===== src/rtl/idex_hazard_unit.sv =====
// ID/EX hazard controller: shadow scoreboard of in-flight writers, RAW stall,
// EX-redirect squash, and saturating stall/flush performance counters.
module idex_hazard_unit #(
    parameter int WB_BYPASS = 1,
    parameter int CNT_W     = 16
) (
    input  logic             clk_IDEX,
    input  logic             rst_IDEX,
    input  logic             valid_ID,
    input  logic [4:0]       Rs1_addr_ID,
    input  logic [4:0]       Rs2_addr_ID,
    input  logic             Rs1_used_ID,
    input  logic             Rs2_used_ID,
    input  logic [4:0]       Rd_addr_ID,
    input  logic             RegWrite_ID,
    input  logic             redirect_EX,
    output logic             en_PC,
    output logic             en_IFID,
    output logic             en_IDEX,
    output logic             bubble_IDEX,
    output logic             flush_IFID,
    output logic [1:0]       hazard_src,
    output logic [CNT_W-1:0] stall_cnt,
    output logic [CNT_W-1:0] flush_cnt
);
    // WB entry only participates when the regfile cannot bypass a same-cycle write
    localparam int NCMP = (WB_BYPASS != 0) ? 2 : 3;

    logic [2:0]      sb_v;
    logic [2:0][4:0] sb_rd;
    logic [2:0]      hit;
    logic            stall;

    genvar k;
    generate
        for (k = 0; k < 3; k++) begin : g_cmp
            assign hit[k] = (k < NCMP) & sb_v[k] &
                ((Rs1_used_ID & (Rs1_addr_ID != 5'd0) & (sb_rd[k] == Rs1_addr_ID)) |
                 (Rs2_used_ID & (Rs2_addr_ID != 5'd0) & (sb_rd[k] == Rs2_addr_ID)));
        end
    endgenerate

    assign stall   = valid_ID & (|hit) & ~redirect_EX;
    assign en_IDEX = 1'b1;

    always_comb begin
        en_PC       = 1'b1;
        en_IFID     = 1'b1;
        bubble_IDEX = 1'b0;
        flush_IFID  = 1'b0;
        hazard_src  = 2'd0;
        if (!rst_IDEX) begin
            if (redirect_EX) begin
                flush_IFID  = 1'b1;
                bubble_IDEX = 1'b1;
            end else if (stall) begin
                en_PC       = 1'b0;
                en_IFID     = 1'b0;
                bubble_IDEX = 1'b1;
                if (hit[0])      hazard_src = 2'd1;
                else if (hit[1]) hazard_src = 2'd2;
                else             hazard_src = 2'd3;
            end
        end
    end

    // Shifts every cycle; a bubble or squashed ID slot enters as an invalid entry
    always_ff @(posedge clk_IDEX or posedge rst_IDEX) begin
        if (rst_IDEX) begin
            sb_v  <= '0;
            sb_rd <= '0;
        end else begin
            sb_v[2]  <= sb_v[1];
            sb_rd[2] <= sb_rd[1];
            sb_v[1]  <= sb_v[0];
            sb_rd[1] <= sb_rd[0];
            sb_v[0]  <= valid_ID & RegWrite_ID & (Rd_addr_ID != 5'd0) & ~bubble_IDEX;
            sb_rd[0] <= Rd_addr_ID;
        end
    end

    always_ff @(posedge clk_IDEX or posedge rst_IDEX) begin
        if (rst_IDEX) begin
            stall_cnt <= '0;
            flush_cnt <= '0;
        end else begin
            if (stall && (stall_cnt != '1))
                stall_cnt <= stall_cnt + CNT_W'(1);
            if (redirect_EX && (flush_cnt != '1))
                flush_cnt <= flush_cnt + CNT_W'(1);
        end
    end
endmodule


===== config.mk =====
export PLATFORM = sky130hd
export DESIGN_NAME = idex_hazard_unit
export DESIGN_NICKNAME = d
export VERILOG_FILES = /design/src/rtl/idex_hazard_unit.sv
export SDC_FILE = /design/constraint.sdc
export NUM_CORES = 1
export LEC_CHECK = 0
export CAP_MARGIN = 40
export CORE_MARGIN = 2
export CORE_UTILIZATION = 35
export CTS_BUF_LIST = sky130_fd_sc_hd__clkbuf_4 sky130_fd_sc_hd__clkbuf_8
export DETAILED_ROUTE_END_ITERATION = 6
export GPL_ROUTABILITY_DRIVEN = 0
export PLACE_DENSITY = 0.61
export SETUP_SLACK_MARGIN = 0.1
export SLEW_MARGIN = 10
export SYNTH_ARGS = -nofsm -noshare
export SYNTH_HDL_FRONTEND = slang
export SYNTH_SLANG_ARGS = --single-unit
export TNS_END_PERCENT = 50

===== constraint.sdc =====
create_clock -name clk_IDEX -period 2.4 [get_ports clk_IDEX]
set_input_delay 0.36 -clock clk_IDEX [delete_from_list [all_inputs] [get_ports clk_IDEX]]
set_output_delay 0.36 -clock clk_IDEX [all_outputs]
set_load 0.005 [all_outputs]

==> results_dict.tcl <==
set metrics [dict create \
    status "finished with violations" \
    violations "setup timing" \
    cts_buffer_depth 2 \
    grt_pass1_wl_um 9830 \
    timing.hold.worst_path_depth 0 \
    dr.first_iter.drc_count 52 \
    p_leak_nw 1.49 \
    place_inst 371 \
    drc 0 \
    dp_hpwl_um 4210 \
    rrSetupSlack_ns 0.11 \
    ys_ff_latch 44 \
    reg2reg_to "stall_cnt[14]$_DFFE_PP0P_" \
    grt_usage 0.168 \
    core.rowCount 29 \
    synth_area_um2 2360 \
    cts_buffers 5 \
    hp-class "reg -> reg" \
    max_freq_mhz 405 \
    first_pass_iters 4 \
    wl_met2_um 2600 \
    holdPathEnd "sb_v[1]$_DFF_PP0_" \
    path_clk_slew_ns 0.08 \
    synthFlopType "dfrtp_1" \
    p_per_area_nw_per_um2 512 \
    final-max-slew-violation-count 0 \
    synthTopCellsByCount "dfrtp_1, xnor2_1, nand2_1, nor2_1, xor2_1" \
    reg2reg_depth 10 \
    portBuffers 59 \
    timing.final.crit_share 1.03 \
    post-route-min-period_ns 2.47 \
    worstMarginPinSlew_ns 0.566 \
    stdcell_count 384 \
    holdWs_ns 0.449 \
    grt_pass1_vias 2018 \
    core_um2 6420 \
    synthToLayoutAreaGrowth_pct 44.6 \
    synth_most_common_cell "dfrtp_1" \
    final_antenna_net_count 0 \
    dieWidth_um 86.0 \
    pwr-share-clk 0.260 \
    syn_inst 210 \
    topRoutingLayerUsed "met4" \
    yosysTopAreaCell "dfrtp_1" \
    setup_ws_ns -0.0712 \
    yosysSeqAreaShare 0.467 \
    p_sw_uw 498 \
    ys_warn_count 0 \
    detail_route.wl_per_cell_um 14.7 \
    drive_above_1_share 0.251 \
    rsz0062_at_grt "true" \
    ys_types 45 \
    endpoint_kind "output port" \
    vias_per_cell 4.98 \
    hold_viol_final 0 \
    start_util 0.367 \
    vias 1913 \
    cap_violations 0 \
    htreeDepth 2 \
    dieArea_um2 7400 \
    fin_nets 331 \
    ir_drop_mv 0.328 \
    diodes 0 \
    postCtsHoldBufs 0 \
    antenna_found_initial 0 \
    synth_edf_count 0 \
    cp.required_ns 2.04 \
    yosys-top-cells-area "dfrtp_1, xnor2_1, xor2_1" \
    fin_worst_skew_ns 0.00578 \
    seqPwrFrac 0.513 \
    die_y_um 86.0 \
    routed_wl_um 5640 \
    combPwrFrac 0.227 \
    synth_fp_nets 234 \
    finalSetupViolCount 2 \
    intPower_mw 1.24 \
    root_buffer "clkbuf_8" \
    synthArstFlopShare 1.00 \
    grt_max_degree 45 \
    cp-start-kind "input pin" \
    cts_tree "yes" \
    r2r-start "sb_rd[1]$_DFF_PP0_" \
    io_pins 61 \
    synth_top_area_frac 0.467 \
    min_from "sb_v[0]$_DFF_PP0_" \
    crit_arrival_ns 2.11 \
    cts.sinks 44 \
    gr-total-overflow 0 \
    max_slew_margin 0.623 \
    insertion_delay_ns 0.29 \
    avgSynthCellArea_um2 11.2 \
    worstSetupPathType "in -> out" \
    p_sw_frac 0.286 \
    wl_met3_um 305 \
    worstPathMaxFanout 3 \
    crit_path_start "valid_ID" \
    met1_length_um 2690 \
]
[area by class of cell]
cell class                      instances  area (um2)
Fill cell                             577        3020
Multi-Input combinational cell        157        1250
Sequential cell                        44        1100
Timing Repair Buffer                   95         863
Tap cell                               77        96.3
Clock buffer                            5        68.8
Inverter                                4        15.0
Clock inverter                          2        12.5
[layout by cell type, fill, tap and decap left out, types with 2 or more instances in the layout]
cell             count
clkdlybuf4s15_1      2
nor4_1               2
buf_4               33
mux2_2               3
clkdlybuf4s50_1     43
o211ai_1             3
inv_1                3
xnor2_1             31
nor2_1              13
and4_1               5
clkbuf_8             5
or4_4                3
dfrtp_1             44
buf_2                2
ha_1                 2
buf_6                4
and2_1               2
nand4_1              8
o2111ai_2            2
xor2_1              12
o211ai_2             8
dlygate4sd2_1        7
nor3_1               4
a21oi_1              2
nand3_1              7
nand2_1             13
o21ai_4              2
nand2b_1             2
and3_1              10
[timing repair]
item / CTS / global route
resized for setup: 41 / 9
endpoints found under the setup margin: 9 / 10
pin swaps: 12 / 8
buffers inserted: 4 / 2
gates cloned: 0 / 0
[per-stage QoR]
step	cell area, um2	setup slack (ns)	power (mW)	util	TNS, ns
6_report	3410	-0.0712	1.74	0.530	-0.0725
3_3_place_gp	3230	-0.604	1.30	0.502	-4.32
5_1_grt	3410	-0.185	1.86	0.530	-0.608
2_1_floorplan	2360	0.111	1.05	-	0
4_1_cts	3380	-0.0908	1.77	0.526	-0.189
3_5_place_dp	3230	-0.609	1.30	0.502	-4.69
[kinds of logic after synthesis]
group | Yosys count | synth area share
simple gates | 75 | 0.181
xor+xnor | 44 | 0.164
flops | 44 | 0.467
compound gates | 30 | 0.129
buf+inv | 9 | 0.0239
mux | 5 | 0.0239
fa+ha+maj | 2 | 0.0106
other cells | 1 | 0.00159
[power groups by stage]
stage          Sequential (mW)  Clock, mW  Combinational (mW)
6_report                 0.895      0.454               0.395
5_1_grt                  0.912      0.503               0.445
4_1_cts                  0.896      0.473               0.401
3_5_place_dp             0.910          0               0.390
3_3_place_gp             0.910          0               0.386
2_1_floorplan            0.897          0               0.157
[worst max-delay path, stage by stage]
cell,delay [ns]
clkdlybuf4s50_1,0.49
nand4_1,0.10
or4_4,0.55
o31ai_4,0.10
o211ai_1,0.16
o21ba_2,0.24
buf_2,0.10
[flip-flops by register name, indices dropped and copies added, names as in the netlist]
| name | cells |
|---|---|
| flush_cnt | 16 |
| stall_cnt | 16 |
| sb_rd | 10 |
| sb_v | 2 |
[worst max path at each step]
| stage | slack (ns) | cells after the start | end |
|---|---|---|---|
| after global placement | -0.60 | 8 | en_IFID |
| final | -0.07 | 7 | hazard_src[1] |
| after CTS | -0.09 | 9 | bubble_IDEX |
| after detailed placement | -0.61 | 8 | hazard_src[1] |
| after global routing | -0.18 | 8 | hazard_src[1] |
| after floorplan | 0.11 | 3 | hazard_src[1] |
[metal layers]
metal | GRT usage | vias up
met2 | 0.266 | 40
met4 | 0.0404 | 0
met5 | 0 | -
li1 | - | 948
met3 | 0.0462 | 4
met1 | 0.227 | 921
No activity file was read; power rests on OpenSTA's default activity.
